`src/rtl/hazard_ctrl.sv`:
```
// ---------------------------------------------------------------------------
// hazard_ctrl -- pipeline hazard controller for a 5-stage in-order core.
//
// Resolves three hazard classes each cycle and drives the stage enables and
// bubble-insert (flush) controls:
//   * EX redirect (taken branch/jump) : flush IF/ID and ID/EX, PC keeps moving
//   * multi-cycle mul/div in EX       : freeze PC, IF/ID, ID/EX; bubble EX/MEM
//   * load-use on an ID source operand: 1-cycle bubble into ID/EX
// Priority in RUN is redirect > mul/div > load-use. While waiting on mul/div
// (MD_WAIT) the front end is frozen regardless of redirect/load-use.
//
// Ports
//   clk, rstn                     clock, async active-low reset
//   ID_rs1/ID_rs2, ID_use_rs1/2   ID instruction sources and their use bits
//   EX_MemRead, EX_rd             EX instruction is a load, its destination
//   EX_redirect                   taken branch/jump resolved in EX
//   EX_md_start, md_done          mul/div in EX, mul/div result valid
//   PC_Write, IF_ID_Write, ID_EX_Write     stage advance enables
//   IF_ID_Flush, ID_EX_Flush, EX_MEM_Flush bubble-insert controls
//   md_busy                       FSM is waiting on mul/div
//   stall_cnt, flush_cnt          saturating performance counters
// ---------------------------------------------------------------------------
module hazard_ctrl #(
  parameter int CNT_W = 16
) (
  input  logic             clk,
  input  logic             rstn,
  input  logic [4:0]       ID_rs1,
  input  logic [4:0]       ID_rs2,
  input  logic             ID_use_rs1,
  input  logic             ID_use_rs2,
  input  logic             EX_MemRead,
  input  logic [4:0]       EX_rd,
  input  logic             EX_redirect,
  input  logic             EX_md_start,
  input  logic             md_done,
  output logic             PC_Write,
  output logic             IF_ID_Write,
  output logic             ID_EX_Write,
  output logic             IF_ID_Flush,
  output logic             ID_EX_Flush,
  output logic             EX_MEM_Flush,
  output logic             md_busy,
  output logic [CNT_W-1:0] stall_cnt,
  output logic [CNT_W-1:0] flush_cnt
);

  localparam logic S_RUN     = 1'b0;
  localparam logic S_MD_WAIT = 1'b1;

  logic             state_q, state_d;
  logic [CNT_W-1:0] stall_cnt_q, stall_cnt_d;
  logic [CNT_W-1:0] flush_cnt_q, flush_cnt_d;
  logic             load_use;

  // x0 is hardwired zero, so a load targeting it never creates a dependency.
  assign load_use = EX_MemRead && (EX_rd != 5'd0) &&
                    ((ID_use_rs1 && (ID_rs1 == EX_rd)) ||
                     (ID_use_rs2 && (ID_rs2 == EX_rd)));

  always_comb begin
    state_d      = state_q;
    PC_Write     = 1'b1;
    IF_ID_Write  = 1'b1;
    ID_EX_Write  = 1'b1;
    IF_ID_Flush  = 1'b0;
    ID_EX_Flush  = 1'b0;
    EX_MEM_Flush = 1'b0;
    // Controls sit at their idle values throughout reset, even though the
    // hazard inputs may be toggling.
    if (rstn) begin
      case (state_q)
        S_RUN: begin
          if (EX_redirect) begin
            IF_ID_Flush = 1'b1;
            ID_EX_Flush = 1'b1;
          end else if (EX_md_start && !md_done) begin
            PC_Write     = 1'b0;
            IF_ID_Write  = 1'b0;
            ID_EX_Write  = 1'b0;
            EX_MEM_Flush = 1'b1;
            state_d      = S_MD_WAIT;
          end else if (load_use) begin
            PC_Write    = 1'b0;
            IF_ID_Write = 1'b0;
            ID_EX_Flush = 1'b1;
          end
        end
        default: begin // S_MD_WAIT
          if (md_done) begin
            state_d = S_RUN;
          end else begin
            PC_Write     = 1'b0;
            IF_ID_Write  = 1'b0;
            ID_EX_Write  = 1'b0;
            EX_MEM_Flush = 1'b1;
          end
        end
      endcase
    end
  end

  // Counters saturate at all-ones so long runs never wrap to a small value.
  always_comb begin
    stall_cnt_d = stall_cnt_q;
    flush_cnt_d = flush_cnt_q;
    if (!PC_Write && (stall_cnt_q != {CNT_W{1'b1}}))
      stall_cnt_d = stall_cnt_q + 1'b1;
    if (IF_ID_Flush && (flush_cnt_q != {CNT_W{1'b1}}))
      flush_cnt_d = flush_cnt_q + 1'b1;
  end

  always_ff @(posedge clk or negedge rstn) begin
    if (!rstn) begin
      state_q     <= S_RUN;
      stall_cnt_q <= '0;
      flush_cnt_q <= '0;
    end else begin
      state_q     <= state_d;
      stall_cnt_q <= stall_cnt_d;
      flush_cnt_q <= flush_cnt_d;
    end
  end

  assign md_busy   = (state_q == S_MD_WAIT);
  assign stall_cnt = stall_cnt_q;
  assign flush_cnt = flush_cnt_q;

endmodule

```
`config.mk`:
```
export PLATFORM = sky130hd
export DESIGN_NAME = hazard_ctrl
export DESIGN_NICKNAME = d
export VERILOG_FILES = /design/src/rtl/hazard_ctrl.sv
export SDC_FILE = /design/constraint.sdc
export NUM_CORES = 1
export LEC_CHECK = 0
export CORE_ASPECT_RATIO = 1.75
export CORE_MARGIN = 2
export CORE_UTILIZATION = 40
export CTS_CLUSTER_DIAMETER = 200
export DETAILED_ROUTE_END_ITERATION = 6
export DONT_BUFFER_PORTS = 1
export PLACE_DENSITY = 0.61
export SLEW_MARGIN = 20
export SYNTH_ARGS = -nofsm -noshare
export SYNTH_HDL_FRONTEND = slang
export SYNTH_SLANG_ARGS = --single-unit
```
`constraint.sdc`:
```
create_clock -name clk -period 2.6 [get_ports clk]
set_input_delay 0 -clock clk [delete_from_list [all_inputs] [get_ports clk]]
set_output_delay 0 -clock clk [all_outputs]
set_load 0.02 [all_outputs]
```
==> qor.yml <==
maxCapViolations: 0
cp_slowest_cell: "dfrtp_1"
die_w_um: 54.4
synth_cell_type_count: 36
synth_seq_cells: 33
synth_cells: 169
vias: 1263
antenna_cells: 0
synth.area.top_cells: "dfrtp_1, xnor2_1, nand4_1"
cts_resized: 0
place_congestion: 0.722
hold_class: "in2async"
cts-root-buf: "clkbuf_8"
insertion_delay_ps: 280
groute.usage.overall_pct: 16.4
synth.avg_cell_area_um2: 10.5
clkTransAtPathRegs_ps: 70
grt_max_degree: 35
final_cells: 230
clock_path_buffers: 2
totalWireLength_um: 3680
grt_pass1_wl_um: 5910
grt_pass1_vias: 1232
drv_slew: 0
fin_tns_setup_ps: 0
nNetsFinal: 203
path_class: "reg2reg"
cts_tree: "built"
max_stage_delay_ps: 500
relSlewSlack_pct: 54.2
power_density_nw_per_um2: 752
initial_utilization_pct: 41.1
avgViaCountPerCell: 5.49
die-area_um2: 5010
syn_area_um2: 1780
clock_skew_ps: 10.9
fillers: 412
cp_max_fo: 11
yosys_warnings: 0
dr.pass1.iters: 4
antenna_found_initial: 0
final_cell_mix: "dfrtp_1, xnor2_1, nand2_1"
hold_violations: 0
tightest_slew_ps: 685
setup_violations: 0
rows: 32
cts.sinks: 33
max_freq_mhz: 475
die_y_um: 92.1
coreArea_um2: 4320
num_io_pins: 62
drcViolationCount: 0
htree_levels: 2
yosys.area.top_type_share_pct: 46.5
period_minus_slack_ps: 2100
layout-drive-gt1-share_pct: 10.1
crit_arrival_ps: 2260
required_ps: 2760
period_share_pct: 80.9
layout_commonest_cell: "dfrtp_1"
io_buffers: 0
area_growth_pct: 11.6
p_leak_nw: 0.860
dp_hpwl_um: 2800
end_kind: "flip-flop"
cts_setup_buffers: 0
post-route-util_pct: 45.8
crit_chain: "ha_1, nand4_1, nor4_4, a211oi_2, a21o_1, or2b_1, xnor2_1"
ir_drop_mv: 0.505
synth_seq_area_share_pct: 46.5
status: "completed"
cts_inserted_buffers: 5
postRouteAntennaNets: 0
p_total_mw: 1.49
cp-start-kind: "flip-flop"
place_inst: 220
drt-initial-drc-count: 9
wl_per_cell_um: 16.0
syn_nets: 194
rsz0062_at_grt: "no"
overflow: 0
hold_ws_ps: 152
synth_largest_area_cell: "dfrtp_1"
-- Yosys cell counts --
| cell | instances |
|---|---|
| dfrtp_1 | 33 |
| xnor2_1 | 29 |
| nand2_1 | 16 |
| nand4_1 | 14 |
| nor2_1 | 10 |
| xor2_1 | 10 |
| nand3_1 | 7 |
| a21oi_1 | 5 |
| and3_1 | 4 |
| inv_1 | 4 |
| nor3_1 | 4 |
| and4_1 | 3 |
| nor2b_1 | 3 |
| ha_1 | 2 |
| mux2_2 | 2 |
| nand2b_1 | 2 |
| nor3b_1 | 2 |
| a211oi_2 | 1 |
| a21o_1 | 1 |
| and2_1 | 1 |
| and2b_1 | 1 |
| buf_4 | 1 |
| buf_6 | 1 |
| mux2_4 | 1 |
| nand3b_1 | 1 |
| nand4_2 | 1 |
| nor4_1 | 1 |
| nor4_4 | 1 |
| o21ai_0 | 1 |
| o21ai_1 | 1 |
| o21ai_4 | 1 |
| o22ai_1 | 1 |
| o31a_1 | 1 |
| o31ai_1 | 1 |
| or2b_1 | 1 |
| or4_4 | 1 |
-- critical path: cells and delay by family, from the launching register on --
family	cells	cell delay, ps
compound gates	2	560
xor+xnor	1	120
fa+ha+maj	1	280
flops	1	500
simple gates	3	520
-- sequential cells by signal, summed over array words and instances, names as in the netlist --
| name | cells |
|---|---|
| flush_cnt | 16 |
| md_busy | 1 |
| stall_cnt | 16 |
-- where the power goes --
part / switching (mW) / internal, mW / total, mW / leakage, nW
Combinational: 0.0866 / 0.106 / 0.193 / 0.359
Clock: 0.182 / 0.312 / 0.495 / 0.0585
Sequential: 0.215 / 0.589 / 0.804 / 0.443
-- logic make-up (layout without fill, tap and decap cells) --
logic type | count (synthesis) | in the layout | synth area share [%]
mux | 3 | 3 | 2.11
simple gates | 73 | 73 | 23.5
flops | 33 | 33 | 46.5
xor+xnor | 39 | 39 | 19.2
fa+ha+maj | 2 | 2 | 1.41
compound gates | 13 | 13 | 5.29
buf+inv | 6 | 16 | 1.90
-- per-stage QoR --
step                      setup WS, ps  cell area, µm²
after CTS                          481            1980
after global routing               301            1980
after floorplan                    670            1780
after global placement             545            1840
final                              496            1980
after detailed placement           482            1840
-- final cells by class --
cell class                 instances  area (µm²)  area share (%)
timing repair buffer               4        45.0            2.27
multi-input combinational        130         916            46.2
clock buffer                       7        86.3            4.36
tap                               51        63.8            3.22
sequential                        33         826            41.7
clock inverter                     1        30.0            1.52
inverter                           4        15.0           0.758
-- layer usage --
layer | part of all wire, % | wire, µm | vias up | track usage (%)
li1 | - | - | 608 | -
met1 | 38 | 1400 | 598 | 19.1
met2 | 52 | 1910 | 49 | 26.3
met3 | 8.1 | 299 | 8 | 4.89
met4 | 2.0 | 74 | 0 | 7.71
met5 | 0 | 0 | - | 0
-- timing repair --
action                                 4_1_cts  5_1_grt
endpoints found under the hold margin       34        0
setup endpoints to repair                    0        0
hold buffers                                 2        0
-- final timing paths --
kind,end,slack (ps),startpoint,cells after the start
min,stall_cnt[11],150,rstn,2
max in group asynchronous,stall_cnt[9],2270,rstn,2
max reg2reg,stall_cnt[4],500,stall_cnt[0],7
min in group clk,ID_EX_Flush,190,rstn,1
min reg2reg,flush_cnt[15],640,flush_cnt[15],1
max,stall_cnt[4],500,stall_cnt[0],7
No activity file was read; power rests on OpenSTA's default activity.
